[config.mk]
export PLATFORM = sky130hd
export DESIGN_NAME = mac_job_sequencer_flat
export DESIGN_NICKNAME = d
export VERILOG_FILES = /design/src/rtl/mac_job_seq_pkg.sv /design/src/rtl/mac_job_sequencer_if.sv /design/src/rtl/rr_arbiter.sv /design/src/rtl/mac_job_sequencer.sv /design/src/flat_wrapper.sv
export SDC_FILE = /design/constraint.sdc
export NUM_CORES = 1
export LEC_CHECK = 0
export ABC_CLOCK_PERIOD_IN_PS = 2000
export BUFFER_PORTS_ARGS = -buffer_cell sky130_fd_sc_hd__buf_2
export CELL_PAD_IN_SITES_DETAIL_PLACEMENT = 0
export CELL_PAD_IN_SITES_GLOBAL_PLACEMENT = 1
export CORE_UTILIZATION = 32
export DETAILED_ROUTE_END_ITERATION = 16
export GPL_TIMING_DRIVEN = 0
export MAX_ROUTING_LAYER = met4
export PLACE_DENSITY_LB_ADDON = 0.1
export SLEW_MARGIN = 20
export SYNTH_ARGS = -nofsm -noshare
export SYNTH_HDL_FRONTEND = slang
export SYNTH_SLANG_ARGS = --single-unit
[constraint.sdc]
create_clock -name clk -period 2 [get_ports clk]
set_input_delay 0.1 -clock clk [delete_from_list [all_inputs] [get_ports clk]]
set_output_delay 0.1 -clock clk [all_outputs]
set_load 0.01 [all_outputs]
[src/rtl/mac_job_seq_pkg.sv]
// Shared types and helpers for the MAC job sequencer.
// Optional feature macro used by this slice: MAC_JOB_SEQ_TIMEOUT_EN.
package mac_job_seq_pkg;

    // Job sequencing states.
    typedef enum logic [2:0] {
        StIdle,
        StClear,
        StAccum,
        StDrain,
        StOutput
    } seqState_e;

    // Ceiling log2, never below 1 for a value of 2 or more; clog2(1) is 0.
    function automatic int unsigned clog2(input int unsigned value);
        int unsigned result;
        int unsigned pow;
        result = 0;
        pow    = 1;
        while (pow < value) begin
            pow    = pow << 1;
            result = result + 1;
        end
        return result;
    endfunction

    // Default configuration and the widths it implies.
    localparam int unsigned DefNumReq    = 2;
    localparam int unsigned DefAccCycles = 400;
    localparam int unsigned DefIdWidth   = clog2(DefNumReq);
    localparam int unsigned DefCntWidth  = clog2(DefAccCycles + 1);

endpackage

[src/rtl/mac_job_sequencer_if.sv]
// Requester, MAC datapath and result-consumer signals of the MAC job sequencer.
// slave is the sequencer's view, master the view of everything around it.
interface mac_job_sequencer_if
    import mac_job_seq_pkg::*;
#(
    parameter int unsigned NUM_REQ        = DefNumReq,
    parameter int unsigned bitwidthA      = 8,
    parameter int unsigned bitwidthB      = 8,
    parameter int unsigned bitwidthAccRes = 25
);
    localparam int unsigned idW = clog2(NUM_REQ);

    logic [NUM_REQ-1:0]           req;
    logic [NUM_REQ*bitwidthA-1:0] opA_in;
    logic [NUM_REQ*bitwidthB-1:0] opB_in;
    logic [NUM_REQ-1:0]           op_valid;
    logic [NUM_REQ-1:0]           op_ready;
    logic                         mac_reset;
    logic                         mac_newData;
    logic [bitwidthA-1:0]         mac_opA;
    logic [bitwidthB-1:0]         mac_opB;
    logic [bitwidthAccRes-1:0]    mac_result;
    logic                         res_valid;
    logic                         res_ready;
    logic [idW-1:0]               res_id;
    logic [bitwidthAccRes-1:0]    res_data;
    logic                         res_err;
    logic                         busy;

    modport slave (
        input  req, opA_in, opB_in, op_valid, mac_result, res_ready,
        output op_ready, mac_reset, mac_newData, mac_opA, mac_opB,
               res_valid, res_id, res_data, res_err, busy
    );

    modport master (
        output req, opA_in, opB_in, op_valid, mac_result, res_ready,
        input  op_ready, mac_reset, mac_newData, mac_opA, mac_opB,
               res_valid, res_id, res_data, res_err, busy
    );

endinterface

[src/rtl/rr_arbiter.sv]
// Combinational round-robin pick: first set request at or after rrPtr, wrapping round.
module rr_arbiter
    import mac_job_seq_pkg::*;
#(
    parameter int unsigned NUM_REQ = DefNumReq,
    parameter int unsigned idW     = DefIdWidth
) (
    input  logic [NUM_REQ-1:0] req,
    input  logic [idW-1:0]     rrPtr,
    output logic [idW-1:0]     gntId,
    output logic               gntAny
);

    // Lowest set bit overall is the wrap-round fallback; lowest set bit at/after rrPtr wins.
    always_comb begin
        gntId  = '0;
        gntAny = 1'b0;
        for (int i = int'(NUM_REQ) - 1; i >= 0; i--) begin
            if (req[i]) begin
                gntId  = idW'(i);
                gntAny = 1'b1;
            end
        end
        for (int i = int'(NUM_REQ) - 1; i >= 0; i--) begin
            if (req[i] && (idW'(i) >= rrPtr)) begin
                gntId = idW'(i);
            end
        end
    end

endmodule

[src/rtl/mac_job_sequencer.sv]
// Shares one multiply-accumulate unit between NUM_REQ requesters, one job at a time.
// Define MAC_JOB_SEQ_TIMEOUT_EN to abort a job after TIMEOUT consecutive idle operand cycles.
module mac_job_sequencer
    import mac_job_seq_pkg::*;
#(
    parameter int unsigned NUM_REQ        = DefNumReq,
    parameter int unsigned bitwidthA      = 8,
    parameter int unsigned bitwidthB      = 8,
    parameter int unsigned AccCycles      = DefAccCycles,
    parameter int unsigned bitwidthAccRes = 25,
    parameter int unsigned DRAIN_CYCLES   = 2
`ifdef MAC_JOB_SEQ_TIMEOUT_EN
    ,
    parameter int unsigned TIMEOUT        = 1024
`endif
) (
    input logic                clk,
    input logic                reset,
    mac_job_sequencer_if.slave bus
);

    localparam int unsigned idW    = clog2(NUM_REQ);
    localparam int unsigned cntW   = clog2(AccCycles + 1);
    localparam int unsigned drainW = clog2(DRAIN_CYCLES + 1);

    seqState_e                 stateQ, stateD;
    logic [idW-1:0]            gntIdQ, gntIdD;
    logic [idW-1:0]            rrPtrQ, rrPtrD;
    logic [cntW-1:0]           cntQ, cntD;
    logic [drainW-1:0]         drainQ, drainD;
    logic                      macNewDataQ, macNewDataD;
    logic [bitwidthA-1:0]      macOpAQ, macOpAD;
    logic [bitwidthB-1:0]      macOpBQ, macOpBD;
    logic [bitwidthAccRes-1:0] resDataQ, resDataD;
    logic [idW-1:0]            resIdQ, resIdD;

    logic [idW-1:0]       arbId;
    logic                 arbAny;
    logic [bitwidthA-1:0] selA;
    logic [bitwidthB-1:0] selB;
    logic                 selValid;
    logic                 accOpen;
    logic                 xfer;
    logic [NUM_REQ-1:0]   opReady;

`ifdef MAC_JOB_SEQ_TIMEOUT_EN
    localparam int unsigned idleW = clog2(TIMEOUT + 1);
    logic [idleW-1:0] idleQ, idleD;
    logic             resErrQ, resErrD;
`endif

    rr_arbiter #(
        .NUM_REQ (NUM_REQ),
        .idW     (idW)
    ) uArb (
        .req    (bus.req),
        .rrPtr  (rrPtrQ),
        .gntId  (arbId),
        .gntAny (arbAny)
    );

    // Route the granted requester's operand slices and valid bit.
    always_comb begin
        selA     = '0;
        selB     = '0;
        selValid = 1'b0;
        for (int unsigned i = 0; i < NUM_REQ; i++) begin
            if (gntIdQ == idW'(i)) begin
                selA     = bus.opA_in[i*bitwidthA +: bitwidthA];
                selB     = bus.opB_in[i*bitwidthB +: bitwidthB];
                selValid = bus.op_valid[i];
            end
        end
    end

    assign accOpen = (stateQ == StAccum) && (cntQ < cntW'(AccCycles));
    assign xfer    = accOpen && selValid;

    // Only the granted requester sees ready, and only while pairs are still owed.
    always_comb begin
        opReady = '0;
        for (int unsigned i = 0; i < NUM_REQ; i++) begin
            opReady[i] = accOpen && (gntIdQ == idW'(i));
        end
    end

    // Next-state logic for the job FSM, its counters and the result registers.
    always_comb begin
        stateD      = stateQ;
        gntIdD      = gntIdQ;
        rrPtrD      = rrPtrQ;
        cntD        = cntQ;
        drainD      = drainQ;
        macNewDataD = 1'b0;
        macOpAD     = macOpAQ;
        macOpBD     = macOpBQ;
        resDataD    = resDataQ;
        resIdD      = resIdQ;
`ifdef MAC_JOB_SEQ_TIMEOUT_EN
        idleD       = idleQ;
        resErrD     = resErrQ;
`endif
        unique case (stateQ)
            StIdle: begin
                if (arbAny) begin
                    gntIdD = arbId;
                    stateD = StClear;
                end
            end
            StClear: begin
                cntD   = '0;
                drainD = '0;
                stateD = StAccum;
`ifdef MAC_JOB_SEQ_TIMEOUT_EN
                idleD   = '0;
                resErrD = 1'b0;
`endif
            end
            StAccum: begin
                if (xfer) begin
                    macOpAD     = selA;
                    macOpBD     = selB;
                    macNewDataD = 1'b1;
                    cntD        = cntQ + cntW'(1);
`ifdef MAC_JOB_SEQ_TIMEOUT_EN
                    idleD       = '0;
`endif
                end else if (!accOpen) begin
                    stateD = StDrain;
`ifdef MAC_JOB_SEQ_TIMEOUT_EN
                end else if (idleQ == idleW'(TIMEOUT - 1)) begin
                    resDataD = '0;
                    resIdD   = gntIdQ;
                    resErrD  = 1'b1;
                    stateD   = StOutput;
                end else begin
                    idleD = idleQ + idleW'(1);
`endif
                end
            end
            StDrain: begin
                // Capture on the last drain cycle, when the accumulator has settled.
                if (drainQ == drainW'(DRAIN_CYCLES - 1)) begin
                    resDataD = bus.mac_result;
                    resIdD   = gntIdQ;
                    stateD   = StOutput;
                end else begin
                    drainD = drainQ + drainW'(1);
                end
            end
            StOutput: begin
                if (bus.res_ready) begin
                    rrPtrD = (gntIdQ == idW'(NUM_REQ - 1)) ? '0 : gntIdQ + idW'(1);
                    stateD = StIdle;
                end
            end
            default: stateD = StIdle;
        endcase
    end

    // State and output registers; reset drops any job in flight.
    always_ff @(posedge clk or negedge reset) begin
        if (!reset) begin
            stateQ      <= StIdle;
            gntIdQ      <= '0;
            rrPtrQ      <= '0;
            cntQ        <= '0;
            drainQ      <= '0;
            macNewDataQ <= 1'b0;
            macOpAQ     <= '0;
            macOpBQ     <= '0;
            resDataQ    <= '0;
            resIdQ      <= '0;
`ifdef MAC_JOB_SEQ_TIMEOUT_EN
            idleQ       <= '0;
            resErrQ     <= 1'b0;
`endif
        end else begin
            stateQ      <= stateD;
            gntIdQ      <= gntIdD;
            rrPtrQ      <= rrPtrD;
            cntQ        <= cntD;
            drainQ      <= drainD;
            macNewDataQ <= macNewDataD;
            macOpAQ     <= macOpAD;
            macOpBQ     <= macOpBD;
            resDataQ    <= resDataD;
            resIdQ      <= resIdD;
`ifdef MAC_JOB_SEQ_TIMEOUT_EN
            idleQ       <= idleD;
            resErrQ     <= resErrD;
`endif
        end
    end

    assign bus.op_ready    = opReady;
    assign bus.mac_reset   = (stateQ == StClear);
    assign bus.mac_newData = macNewDataQ;
    assign bus.mac_opA     = macOpAQ;
    assign bus.mac_opB     = macOpBQ;
    assign bus.res_valid   = (stateQ == StOutput);
    assign bus.res_id      = resIdQ;
    assign bus.res_data    = resDataQ;
    assign bus.busy        = (stateQ != StIdle);
`ifdef MAC_JOB_SEQ_TIMEOUT_EN
    assign bus.res_err     = resErrQ;
`else
    assign bus.res_err     = 1'b0;
`endif

endmodule
[src/flat_wrapper.sv]
// flat-port wrapper written by rule: the top's interface ports become plain ports
module mac_job_sequencer_flat import mac_job_seq_pkg::*;
#(
    parameter int unsigned NUM_REQ        = DefNumReq,
    parameter int unsigned bitwidthA      = 8,
    parameter int unsigned bitwidthB      = 8,
    parameter int unsigned AccCycles      = DefAccCycles,
    parameter int unsigned bitwidthAccRes = 25,
    parameter int unsigned DRAIN_CYCLES   = 2

)
  (clk, reset, bus_req, bus_opA_in, bus_opB_in, bus_op_valid, bus_mac_result, bus_res_ready, bus_op_ready, bus_mac_reset, bus_mac_newData, bus_mac_opA, bus_mac_opB, bus_res_valid, bus_res_id, bus_res_data, bus_res_err, bus_busy);
  mac_job_sequencer_if #(.NUM_REQ(NUM_REQ), .bitwidthA(bitwidthA), .bitwidthB(bitwidthB), .bitwidthAccRes(bitwidthAccRes)) bus_i ();
  input logic clk;
  input logic reset;
  input wire logic [$bits(bus_i.req)-1:0] bus_req;
  input wire logic [$bits(bus_i.opA_in)-1:0] bus_opA_in;
  input wire logic [$bits(bus_i.opB_in)-1:0] bus_opB_in;
  input wire logic [$bits(bus_i.op_valid)-1:0] bus_op_valid;
  input wire logic [$bits(bus_i.mac_result)-1:0] bus_mac_result;
  input wire logic [$bits(bus_i.res_ready)-1:0] bus_res_ready;
  output wire logic [$bits(bus_i.op_ready)-1:0] bus_op_ready;
  output wire logic [$bits(bus_i.mac_reset)-1:0] bus_mac_reset;
  output wire logic [$bits(bus_i.mac_newData)-1:0] bus_mac_newData;
  output wire logic [$bits(bus_i.mac_opA)-1:0] bus_mac_opA;
  output wire logic [$bits(bus_i.mac_opB)-1:0] bus_mac_opB;
  output wire logic [$bits(bus_i.res_valid)-1:0] bus_res_valid;
  output wire logic [$bits(bus_i.res_id)-1:0] bus_res_id;
  output wire logic [$bits(bus_i.res_data)-1:0] bus_res_data;
  output wire logic [$bits(bus_i.res_err)-1:0] bus_res_err;
  output wire logic [$bits(bus_i.busy)-1:0] bus_busy;
  assign bus_i.req = bus_req;
  assign bus_i.opA_in = bus_opA_in;
  assign bus_i.opB_in = bus_opB_in;
  assign bus_i.op_valid = bus_op_valid;
  assign bus_i.mac_result = bus_mac_result;
  assign bus_i.res_ready = bus_res_ready;
  assign bus_op_ready = bus_i.op_ready;
  assign bus_mac_reset = bus_i.mac_reset;
  assign bus_mac_newData = bus_i.mac_newData;
  assign bus_mac_opA = bus_i.mac_opA;
  assign bus_mac_opB = bus_i.mac_opB;
  assign bus_res_valid = bus_i.res_valid;
  assign bus_res_id = bus_i.res_id;
  assign bus_res_data = bus_i.res_data;
  assign bus_res_err = bus_i.res_err;
  assign bus_busy = bus_i.busy;
  mac_job_sequencer #(.NUM_REQ(NUM_REQ), .bitwidthA(bitwidthA), .bitwidthB(bitwidthB), .AccCycles(AccCycles), .bitwidthAccRes(bitwidthAccRes), .DRAIN_CYCLES(DRAIN_CYCLES)) u_core (.clk(clk), .reset(reset), .bus(bus_i));
endmodule
==> flow_metrics.env <==
export IMPL_r2r_start="u_core.stateQ[0]$_DFFE_PN0P_"
export IMPL_fp_coreArea_mm2=0.00773
export IMPL_fillers=751
export IMPL_p_sw_mw=2.00
export IMPL_hold_end="u_core.gntIdQ$_DFFE_PN0P_"
export IMPL_ys_types=35
export IMPL_pre_cts_slack_ns=-0.285
export IMPL_num_vias=2206
export IMPL_gr_usage_all_layers=0.171
export IMPL_netlist_area_mm2=0.00257
export IMPL_maxSlewViolCount=0
export IMPL_synth_top_area_cell="dfrtp_1"
export IMPL_crit_type="reg2reg"
export IMPL_worst_pin_slew_ns=0.704
export IMPL_postPlaceCellArea_mm2=0.00329
export IMPL_cp_slowest_stage_delay_ns=0.47
export IMPL_slowest_stage="or4_1"
export IMPL_drive_gt1_frac=0.475
export IMPL_ant_nets=0
export IMPL_endpoint_kind="flip-flop"
export IMPL_drtPass1Iterations=4
export IMPL_max_clock_path_buffers=2
export IMPL_reg2reg_depth=4
export IMPL_powerDensity_mw_per_mm2=1470
export IMPL_ys_seq_area_frac=0.575
export IMPL_postSynthCellCount=219
export IMPL_clkPwrFrac=0.212
export IMPL_pwr_share_comb=0.435
export IMPL_rsz0062_at_grt="false"
export IMPL_fin_skew_ns=0.00972
export IMPL_gp_congestion=0.706
export IMPL_routed_wl_mm=6.40
export IMPL_drt_initial_drc_count=53
export IMPL_period_needed_ns=1.93
export IMPL_dp_cells=433
export IMPL_syn_avg_cell_area_um2=11.7
export IMPL_async_reset_ff_frac=1.00
export IMPL_max_cap_viol_count=0
export IMPL_final_cell_mix="buf_2, dfrtp_1, dlygate4sd3_1, mux2_2, nor2_1"
export IMPL_final_common_cell="buf_2"
export IMPL_arrival_ns=2.18
export IMPL_regToRegEndpoint="u_core.cntQ[6]$_DFFE_PN0P_"
export IMPL_status="finished clean"
export IMPL_finalCritPeriodShare=0.963
export IMPL_tritoncts_num_buffers=9
export IMPL_holdCritStartpoint="bus_req[1]"
export IMPL_power_static_leakage_nw=1.95
export IMPL_initial_core_util=0.332
export IMPL_timing_final_ws_setup_ns=0.0736
export IMPL_stdcell_count=487
export IMPL_power_share_sequential=0.353
export IMPL_hpwl_mm=4.38
export IMPL_path_buf_inv=0
export IMPL_grt_pass1_wl_mm=10.8
export IMPL_antenna_found_initial=0
export IMPL_synth_area_leaders="dfrtp_1, mux2_2, mux2i_1"
export IMPL_cp_top_family="simple AND/OR/NAND/NOR gates"
export IMPL_cp_start_kind="flip-flop"
export IMPL_via_per_inst=4.53
export IMPL_required_ns=2.26
export IMPL_final_nets=446
export IMPL_dieArea_mm2=0.00839
export IMPL_ys_ff_latch=59
export IMPL_clock_sinks=59
export IMPL_crit_chain="or3b_4 > or3_4 > or4_1 > a21oi_1"
export IMPL_wl_per_cell_um=13.1
export IMPL_die_h_um=91.6
export IMPL_synth_edf_count=0
export IMPL_num_rows=32
export IMPL_fin_area_mm2=0.00392
export IMPL_synth_warnings=0
export IMPL_port_buffers=111
export IMPL_ff2ff_setup_slack_ns=0.07
export IMPL_syn_nets=285
export IMPL_grt_start_max_net_pins=42
export IMPL_yosysTopAreaCellShare=0.575
export IMPL_whs_path_depth=3
export IMPL_synthToLayoutAreaGrowth_pct=52.5
export IMPL_ios=113
export IMPL_htreeDepth=3
export IMPL_die_w_um=91.6
export IMPL_crit_fanout=4
export IMPL_cts_tree="built"
export IMPL_cts_root_buffer="clkbuf_8"
export IMPL_drc=0
export IMPL_insertion_delay_ns=0.33
export IMPL_p_int_mw=3.77
export IMPL_slew_headroom=0.531
export IMPL_hold_path_class="in2reg"
export IMPL_antenna_cells=0
export IMPL_hold_viol=0
export IMPL_switching_share=0.347
export IMPL_grt_pass1_vias=2188
export IMPL_max_freq_mhz=519
export IMPL_synthFlopType="dfrtp_1"
export IMPL_ir_drop_mv=0.583
export IMPL_clk_pin_slew_ns=0.07
export IMPL_finalSetupViolations=0
export IMPL_overflow=0
## registers in the layout, summed over array words and instances, names as in the netlist
name,flops
u_core.drainQ,2
u_core.gntIdQ,1
u_core.bus.res_data,25
u_core.stateQ,3
u_core.bus.mac_opA,8
u_core.cntQ,9
u_core.bus.res_id,1
u_core.bus.mac_newData,1
u_core.rrPtrQ,1
u_core.bus.mac_opB,8
## layout make-up
type                       count  area (um2)  share of cell area
sequential                    59        1480               0.378
multi-input combinational    140        1030               0.263
timing repair buffer         152         953               0.243
clock buffer                  11         151              0.0387
tap                          102         128              0.0326
clock inverter                 5        75.1              0.0192
buffer                        11        73.8              0.0188
inverter                       7        26.3             0.00671
## per-stage QoR
| stage | power, mW | util | hold slack, ns | setup TNS [ns] |
|---|---|---|---|---|
| 2_1_floorplan | 3.51 | - | -0.196 | -0.0464 |
| 3_3_place_gp | 4.35 | 0.422 | 0.305 | -4.97 |
| 3_5_place_dp | 4.40 | 0.426 | 0.00637 | -5.62 |
| 4_1_cts | 5.82 | 0.501 | 0.0397 | -0.0403 |
| 5_1_grt | 6.21 | 0.507 | 0.0546 | 0 |
| 6_report | 5.77 | 0.507 | 0.0503 | 0 |
## logic make-up after synthesis
group	Yosys count	synth area share
adders and majority gates	2	0.00974
and+or+nand+nor	50	0.0940
xor gates and xnor gates	2	0.00682
DFF	59	0.575
muxes	46	0.192
buffers and inverters	20	0.0326
other	1	0.00146
AOI/OAI and AO/OA	39	0.0887
## power by group through the flow
stage	Combinational [mW]	Sequential (mW)	Clock, mW
after floorplan	1.24	2.26	0
after global placement	2.31	2.05	0
after detailed placement	2.34	2.06	0
after CTS	2.50	2.04	1.28
after global routing	2.78	2.11	1.32
final	2.51	2.04	1.23
## timing repair
action / in CTS / in global routing
resized for setup: 12 / 5
buffers inserted: 7 / 6
hold buffers: 27 / 0
endpoints found under the setup margin: 38 / 33
hold endpoints to repair: 85 / 0
pin swaps: 3 / 5
## Yosys cell counts (2+ instances only)
library cell	n
or3_1	3
nand2_1	7
a21oi_1	19
o21ai_0	9
o31ai_1	2
a31oi_1	2
nor3_1	3
nand3b_1	2
inv_1	6
dfrtp_1	59
xnor2_1	2
clkbuf_1	7
nor2_1	23
nor4_1	2
ha_1	2
mux2i_1	20
nand3_1	4
buf_2	4
a22o_1	2
mux2_2	26
## worst min-delay path: cells and delay by family
family | cells | cell delay [ns]
buf+inv | 1 | 0.10
compound gates | 2 | 0.13
## per-layer routing
layer | vias up | GRT usage | wire, um
li1 | 1094 | - | -
met4 | 0 | 0.0476 | 61
met2 | 70 | 0.259 | 3030
met5 | - | - | 0
met1 | 1038 | 0.220 | 2890
met3 | 4 | 0.0544 | 408
## worst max path at each step
stage                                        endpoint  cells past startpoint                    startpoint  slack (ns)
floorplan                  u_core.cntQ[6]$_DFFE_PN0P_                      6  u_core.stateQ[0]$_DFFE_PN0P_       -0.05
global placement    u_core.bus.mac_opB[4]$_DFFE_PN0P_                      7  u_core.stateQ[0]$_DFFE_PN0P_       -0.26
detailed placement  u_core.bus.mac_opB[0]$_DFFE_PN0P_                      7  u_core.stateQ[0]$_DFFE_PN0P_       -0.29
CTS                        u_core.cntQ[6]$_DFFE_PN0P_                      5  u_core.stateQ[2]$_DFFE_PN0P_       -0.03
global route               u_core.cntQ[6]$_DFFE_PN0P_                      4  u_core.stateQ[0]$_DFFE_PN0P_        0.04
finish                     u_core.cntQ[6]$_DFFE_PN0P_                      4  u_core.stateQ[0]$_DFFE_PN0P_        0.07
No activity file was read; power rests on OpenSTA's default activity.
